### src/rtl/tpu_feed_pkg.sv
// Shared types and constants for the patch feed path into the PE array.
package tpu_feed_pkg;

    localparam int PATCH_DIM = 7;
    localparam int WORD_W    = 32;

    typedef logic [WORD_W-1:0] word_t;
    typedef word_t [PATCH_DIM-1:0][PATCH_DIM-1:0] patch_t;

    typedef enum logic [1:0] {
        IDLE   = 2'd0,
        STREAM = 2'd1,
        DONE   = 2'd2
    } seq_state_t;

    // A kernel extent of 0 is meaningless; treat it as a single row/column.
    function automatic logic [2:0] clamp_k(input logic [2:0] k);
        return (k == 3'd0) ? 3'd1 : k;
    endfunction

endpackage

### src/rtl/patch_skew_mux.sv
// Diagonal wavefront selector: for beat t, lane c carries snapshot word
// [t-c][c] when that word lies inside the active Kh x Kw window.
module patch_skew_mux
    import tpu_feed_pkg::*;
#(
    parameter int T_W = 4
) (
    input  patch_t                       snap,
    input  logic [T_W-1:0]               t,
    input  logic [2:0]                   kh,
    input  logic [2:0]                   kw,
    output word_t [PATCH_DIM-1:0]        lane_data,
    output logic  [PATCH_DIM-1:0]        lane_valid
);

    // Per-lane row select along the skewed diagonal.
    always_comb begin
        lane_data  = '0;
        lane_valid = '0;
        for (int c = 0; c < PATCH_DIM; c++) begin
            logic [T_W-1:0] row;
            row = t - T_W'(c);
            if ((3'(c) < kw) && (t >= T_W'(c)) && (row < T_W'(kh))) begin
                lane_valid[c] = 1'b1;
                lane_data[c]  = snap[row[2:0]][c];
            end
        end
    end

endmodule

### src/rtl/patch_stream_sequencer.sv
// Snapshots a 7x7 patch grid and streams its active Kh x Kw window into the
// PE array as a skewed wavefront, one beat per accepted cycle.
//
// Handshake: a beat is offered while beat_valid=1 and is consumed on a clock
// edge where out_ready=1; while out_ready=0 every output and the beat counter
// hold unchanged. beat_valid never depends on out_ready in the same cycle.
module patch_stream_sequencer
    import tpu_feed_pkg::*;
#(
    parameter int T_W = 4
) (
    input  logic                          clk,
    input  logic                          reset_n,
    input  logic [2:0]                    kernel_h,
    input  logic [2:0]                    kernel_w,
    input  logic [PATCH_DIM*PATCH_DIM*WORD_W-1:0] patch_in,
    input  logic                          patches_valid,
    output logic                          capture_ready,
    output logic [PATCH_DIM*WORD_W-1:0]   lane_data,
    output logic [PATCH_DIM-1:0]          lane_valid,
    output logic                          beat_valid,
    input  logic                          out_ready,
    output logic                          stream_last,
    output logic                          seq_done,
    output logic                          dropped_patch,
    output seq_state_t                    dbg_state
);

    seq_state_t      state_q, state_d;
    logic [T_W-1:0]  t_q, t_d;
    logic [2:0]      kh_q, kw_q;
    patch_t          snap_q;
    logic            capture;
    logic            dropped_q;
    logic            streaming;
    logic            last_beat;
    word_t [PATCH_DIM-1:0] mux_data;
    logic  [PATCH_DIM-1:0] mux_valid;

    assign streaming = (state_q == STREAM);
    assign last_beat = (t_q == (T_W'(kh_q) + T_W'(kw_q) - T_W'(2)));

    // State and beat counter registers.
    always_ff @(posedge clk or negedge reset_n) begin
        if (!reset_n) begin
            state_q <= IDLE;
            t_q     <= '0;
        end else begin
            state_q <= state_d;
            t_q     <= t_d;
        end
    end

    // Next-state and counter logic; the counter only advances on an accepted beat.
    always_comb begin
        state_d = state_q;
        t_d     = t_q;
        capture = 1'b0;
        case (state_q)
            IDLE: begin
                if (patches_valid) begin
                    capture = 1'b1;
                    t_d     = '0;
                    state_d = STREAM;
                end
            end
            STREAM: begin
                if (out_ready) begin
                    if (last_beat) state_d = DONE;
                    else           t_d     = t_q + T_W'(1);
                end
            end
            DONE:    state_d = IDLE;
            default: state_d = IDLE;
        endcase
    end

    // Snapshot grid and clamped kernel extents, loaded only at capture.
    always_ff @(posedge clk or negedge reset_n) begin
        if (!reset_n) begin
            snap_q <= '0;
            kh_q   <= 3'd1;
            kw_q   <= 3'd1;
        end else if (capture) begin
            snap_q <= patch_t'(patch_in);
            kh_q   <= clamp_k(kernel_h);
            kw_q   <= clamp_k(kernel_w);
        end
    end

    // Registered drop flag so no input reaches an output combinationally.
    always_ff @(posedge clk or negedge reset_n) begin
        if (!reset_n) dropped_q <= 1'b0;
        else          dropped_q <= patches_valid && (state_q != IDLE);
    end

    patch_skew_mux #(.T_W(T_W)) u_skew (
        .snap       (snap_q),
        .t          (t_q),
        .kh         (kh_q),
        .kw         (kw_q),
        .lane_data  (mux_data),
        .lane_valid (mux_valid)
    );

    assign capture_ready = (state_q == IDLE);
    assign beat_valid    = streaming;
    assign lane_valid    = streaming ? mux_valid : '0;
    assign lane_data     = streaming ? mux_data  : '0;
    assign stream_last   = streaming && last_beat;
    assign seq_done      = (state_q == DONE);
    assign dropped_patch = dropped_q;
    assign dbg_state     = state_q;

endmodule

### config.mk
export PLATFORM = sky130hd
export DESIGN_NAME = patch_stream_sequencer
export DESIGN_NICKNAME = d
export VERILOG_FILES = /design/src/rtl/tpu_feed_pkg.sv /design/src/rtl/patch_skew_mux.sv /design/src/rtl/patch_stream_sequencer.sv
export SDC_FILE = /design/constraint.sdc
export NUM_CORES = 2
export LEC_CHECK = 0
export ABC_AREA = 1
export ABC_CLOCK_PERIOD_IN_PS = 4800
export CAP_MARGIN = 20
export CORE_AREA = 2 2 699 701
export CTS_BUF_LIST = sky130_fd_sc_hd__clkbuf_8
export CTS_CLUSTER_SIZE = 14
export DETAILED_ROUTE_END_ITERATION = 8
export DIE_AREA = 0 0 701 703
export PLACE_DENSITY_LB_ADDON = 0.08
export SKIP_CTS_REPAIR_TIMING = 1
export SLEW_MARGIN = 15
export SYNTH_ARGS = -nofsm -noshare
export SYNTH_HDL_FRONTEND = slang
export SYNTH_SLANG_ARGS = --single-unit
### constraint.sdc
create_clock -name clk -period 4.8 [get_ports clk]
set_input_delay 0.96 -clock clk [delete_from_list [all_inputs] [get_ports clk]]
set_output_delay 0.96 -clock clk [all_outputs]
set_load 0.02 [all_outputs]
# Word level (Yosys, flattened, before mapping)
# Cells that the tools add are included.
word_totals:
  n_memories: 0
  ram_bits: 0
  latch_bits: 0
  rom_bits: 0
  register_bits: 1581
  out_inout_bits: 238
  in_bits: 1578
classes:
  div_mod_pow: 0
  shifts: 0
  mux: 42
  bitwise_logic: 0
  n_reduce_logical: 23
  order_cmp: 28
  n_mul: 0
  add_sub_neg: 9
  n_eq_ne: 7
op_table:
  columns: ["op", "n"]
  rows:
  - ["binary-select mux 224 bit (select 3 bit)", 7]
  - ["2-to-1 mux 224 bit", 2]
  - ["2-to-1 mux 32 bit", 8]
  - ["2-to-1 mux 192 bit", 1]
  - ["2-to-1 mux 160 bit", 1]
  - ["2-to-1 mux 128 bit", 1]
  - ["2-to-1 mux 96 bit", 1]
  - ["2-to-1 mux 64 bit", 1]
  - ["< comparator 3 x 4 -> 1 bit (second input constant)", 7]
  - ["< comparator 4 x 3 -> 1 bit", 7]
  - ["logical AND 1 bit", 16]
  - ["greater-or-equal comparator 4 x 3 -> 1 bit (second input constant)", 3]
  - ["2-to-1 mux 4 bit", 3]
  - ["subtractor 4 x 2 -> 4 bit (second input constant)", 3]
  - ["subtractor 4 x 3 -> 4 bit (second input constant)", 3]
  - ["< comparator 3 bit (first input constant)", 3]
  - ["2-to-1 mux 1 bit", 9]
  - ["greater-or-equal comparator 4 x 1 -> 1 bit (second input constant)", 2]
  - ["greater-or-equal comparator 4 x 2 -> 1 bit (second input constant)", 2]
  - ["case mux 4 bit (2 select lines)", 1]
  - ["2-to-1 mux 7 bit", 1]
  - ["logical NOT 3 bit", 2]
  - ["< comparator 1 x 3 -> 1 bit (first input constant)", 2]
  - ["< comparator 2 x 3 -> 1 bit (first input constant)", 2]
  - ["other kinds (15)", 21]

# Longest topological paths before layout
logic_depth:
  depth_word: 6
  depth_mapped: 17
  ltp_nobuf: 15

# Modules after synthesis
# A second synthesis with hierarchy kept.
hier_totals:
  cells_unflattened: 11341
  area_unflattened_um2: 78841.9
modules_own_cells:
  columns: ["mod", "instances", "seq_area_each_um2", "area_per_inst_um2", "cells_each"]
  rows:
  - ["patch_stream_sequencer", 1, 39565.4, 61263.8, 7214]
  - ["patch_skew_mux", 1, 0.0, 17578.1, 4127]

# Worst setup path before layout
# OpenSTA, ideal clock, no wires.
synth_path:
  kind: "flip-flop to output port"
  start: "register t_q[1]"
  end: "output port lane_data[183]"
  setup_slack_ns: 0.650
  t_arrival_ns: 3.190
  stages_incl_launch_ff: 15
  required_time_ns: 3.840
  n_path_buf: 6
  path_cell_list: "dfrtp_1 -> inv_2 -> buf_4 -> buf_2 -> clkbuf_1 -> ha_1 -> inv_1 -> buf_2 -> clkbuf_1 -> ha_1 -> a21o_1 -> nand2_1 -> nand3_2 -> buf_2 -> nor2_1"
synth_via:
  elab_chain_len: 5
  word_cells_on_any_way: 9
  cone_classes: "add/sub: 1; order compare: 2; mux: 4; reduce/logical: 2"
synth_rtl:
  columns: ["item", "line_no", "text"]
  rows:
  - ["start, declared", "patch_stream_sequencer.sv:30", "logic [T_W-1:0] t_q, t_d;"]
  - ["start signal, assigned", "patch_stream_sequencer.sv:50", "t_q <= t_d;"]
  - ["subtractor 4 x 3 -> 4 bit or greater-or-equal comparator 4 x 3 -> 1 bit (tied branches)", "patch_skew_mux.sv:22, patch_skew_mux.sv:23", null]
  - ["< comparator 4 x 3 -> 1 bit (tied with other cells)", "patch_skew_mux.sv:23", "if ((3'(c) < kw) && (t >= T_W'(c)) && (row < T_W'(kh))) begin"]
  - ["logical AND 1 bit or 2-to-1 mux 192 bit (tied branches)", "patch_skew_mux.sv:23, patch_skew_mux.sv:25", null]
  - ["2-to-1 mux 32 bit *", "patch_skew_mux.sv:23", null]
  - ["2-to-1 mux 224 bit *", "patch_stream_sequencer.sv:109", "assign lane_data = streaming ? mux_data : '0;"]
  - ["end, declared", "patch_stream_sequencer.sv:19", "output logic [PATCH_DIM*WORD_W-1:0] lane_data,"]
# Mark *: on every way between the ends. The rest lies on a longest branch, timed or not. The select of a mux whose other input is x is not followed.

# Final worst setup path
layout_path:
  start: "register t_q[1]"
  end: "output port lane_data[65]"
layout_via:
  elab_chain_len: 5
  word_cells_on_any_way: 9
  cone_classes: "add/sub: 1; order compare: 2; mux: 4; reduce/logical: 2"
layout_rtl:
  columns: ["item", "line_no"]
  rows:
  - ["subtractor 4 x 2 -> 4 bit or greater-or-equal comparator 4 x 2 -> 1 bit (tied branches)", "patch_skew_mux.sv:22, patch_skew_mux.sv:23"]
  - ["< comparator 4 x 3 -> 1 bit (tied with other cells)", "patch_skew_mux.sv:23"]
  - ["logical AND 1 bit or 2-to-1 mux 96 bit (tied branches)", "patch_skew_mux.sv:23, patch_skew_mux.sv:25"]
  - ["2-to-1 mux 32 bit *", "patch_skew_mux.sv:23"]
  - ["2-to-1 mux 224 bit *", "patch_stream_sequencer.sv:109"]
# Marks and branches as above.

==> impl_metrics.tcl <==
set metrics [dict create \
    power_density_nw_per_um2 676 \
    async_flop_share_pct 100 \
    synth_common_cells "5254 x nand2_1, 1579 x dfrtp_1, 724 x nor2_1" \
    instances_no_fill 18700 \
    setup_viol_count_final 1 \
    cp.arrival_ps 3990 \
    synth_warnings 0 \
    synth-edff-count 0 \
    tritoncts "yes" \
    grt.overflow.total 0 \
    grt_antenna_before_repair 384 \
    area_growth_pct 46.1 \
    synth_top_area_cell "dfrtp_1" \
    cp_top_family "buffers and inverters" \
    violations "negative setup slack" \
    vias_per_cell 4.11 \
    layout.nets 13500 \
    cts_buffers 353 \
    io_buffers 1815 \
    grt_max_degree 175 \
    clk_latency_ps 1070 \
    wl_per_cell_um 27.1 \
    die_x_um 701 \
    fin_crit_sh_pct 103 \
    pwr-share-comb_pct 46.7 \
    path_clk_slew_ps 70 \
    synth_seq_area_share_pct 52.7 \
    fin_skew_ps 81.9 \
    slew_violations 0 \
    start_util_pct 15.5 \
    drtPass1Iterations 6 \
    worst_pin_slew_ps 1200 \
    yosysUniqueCellTypes 34 \
    htree_levels 5 \
    synth_top_area_share_pct 52.7 \
    wl_mm 508 \
    routabilityCongestion 0.836 \
    synth_ff_type "dfrtp_1" \
    finalHoldViolations 0 \
    p_clk_share_pct 21.3 \
    root_buffer "clkbuf_8" \
    fmax_ghz 0.202 \
    synth_cells 10100 \
    crit_type "register to output port" \
    cp_max_fo 96 \
    drive_gt1_share_pct 7.77 \
    vdd_drop_max_uv 502 \
    dieArea_um2 493000 \
    clk_path_buf_depth 4 \
    crit_buf_inv 3 \
    intPower_mw 39.2 \
    drt_iter0_markers 5516 \
    grt_pass1_wl_mm 669 \
    drc_errors 0 \
    max_cap_viol_count 0 \
    hold_path_class "input port to register" \
    critPathLaunchType "register" \
    endpoint_kind "output port" \
    core.rowCount 256 \
    grt_pass1_vias 79800 \
    power_mw 74.1 \
    dp_hpwl_mm 366 \
    rsz0062_at_grt "yes" \
    syn-num-nets 11700 \
    core_um2 485000 \
    seqPwrFrac_pct 32.0 \
    avgSynthCellArea_um2 7.40 \
    p_leak_nw 55.0 \
    post-route-min-period_ps 4950 \
    finalCoreUtilization_pct 22.6 \
    clock_sinks 1581 \
    place_ws_ps 391 \
    status "complete, but fails checks" \
    p_sw_share_pct 47.0 \
    slew_headroom_pct 20.1 \
    die_h_um 703 \
    fin_setup_tns_ps -150 \
    synth-seq-cells 1581 \
    route.antenna.remaining_nets 0 \
    slowest_stage "clkdlybuf4s50_1" \
    p_sw_mw 34.9 \
    gr-usage-all-layers_pct 19.3 \
    cpPeakStageDelay_ps 630 \
    path_cells "clkinv_8 > buf_12 > o211ai_1 > nand3_1 > o21ai_0 > nor2_1 > clkdlybuf4s50_1" \
    setup_slack_ps -150 \
    synthTopCellsByArea "dfrtp_1 53%, nand2_1 26%, o21ai_0 4.4%" \
    dp.cells 18000 \
    synth_area_um2 75000 \
    cp.required_ps 3840 \
    route.vias.total 77000 \
    pin_count 1816 \
    yosysMostFrequentCell "nand2_1" \
]
flip-flops by register name (all words and copies together) (netlist names):
signal and count:
t_q 4, snap_q 1568, dropped_patch 1, dbg_state 2, kh_q 3, kw_q 3
cells by family after synthesis:
| kind of cell | Yosys count | share of synthesized area [%] |
|---|---|---|
| AOI/OAI and AO/OA | 1185 | 8.25 |
| xor gates and xnor gates | 5 | 0.0784 |
| adders and majority gates | 27 | 0.460 |
| buffers and inverters | 913 | 5.47 |
| DFF | 1581 | 52.7 |
| and+or+nand+nor | 6432 | 33.0 |
cell usage in the layout (no fill, tap or decap), types with 18 or more instances in the layout:
| master | n |
|---|---|
| a21oi_1 | 323 |
| dlymetal6s2s_1 | 161 |
| diode_2 | 107 |
| clkbuf_8 | 445 |
| clkdlybuf4s50_1 | 1584 |
| clkbuf_2 | 45 |
| nand2_1 | 5249 |
| inv_1 | 333 |
| nor2_1 | 682 |
| buf_16 | 18 |
| nand3_1 | 434 |
| buf_4 | 165 |
| buf_12 | 83 |
| nor2_2 | 35 |
| clkinv_2 | 22 |
| o21ai_1 | 117 |
| dfrtp_1 | 1574 |
| ha_1 | 24 |
| o21ai_0 | 627 |
| o211ai_1 | 91 |
per-stage QoR:
step	cell area (um2)	hold slack (ps)
final	110000	414
after global routing	110000	280
after CTS	108000	-317
after detailed placement	101000	460
after global placement	101000	456
after floorplan	75000	444
worst paths after layout:
check	cells after the start	from	slack, ps	endpoint
setup / recovery	7	t_q[1]	-150	lane_data[65]
hold / removal	3	patch_in[196]	410	snap_q[196]
setup reg to reg	9	dbg_state[1]	2040	t_q[0]
hold reg to reg	2	snap_q[578]	470	snap_q[578]
max in group asynchronous	3	reset_n	2570	snap_q[106]
min in group asynchronous	2	reset_n	500	snap_q[591]
worst min-delay path: cells and delay by family:
family                 cells  cell delay, ps
buffers and inverters      1             390
and+or+nand+nor            2             110
layer usage:
layer	vias up	share of wire (%)	GRT usage [%]
met3	1055	6.7	5.33
met5	-	0.20	0
li1	35400	-	-
met2	2730	49	33.6
met1	37600	40	22.8
met4	166	3.5	6.57
power groups by stage:
stage                     Sequential (mW)  Clock [mW]  Combinational (mW)
after floorplan                      22.1           0                19.1
after global placement               23.9           0                33.9
after detailed placement             23.9           0                33.8
after CTS                            23.7        16.5                34.0
after global routing                 24.4        17.0                38.6
final                                23.7        15.7                34.6
cell type report:
type	instances	area, um2
fill	54400	375000
sequential	1581	39600
multi-input combinational	7649	31700
timing repair buffer	2093	22200
tap	6450	8070
clock buffer	444	6110
inverter	223	897
clock inverter	167	861
antenna	107	268
No activity file was read; power rests on OpenSTA's default activity.
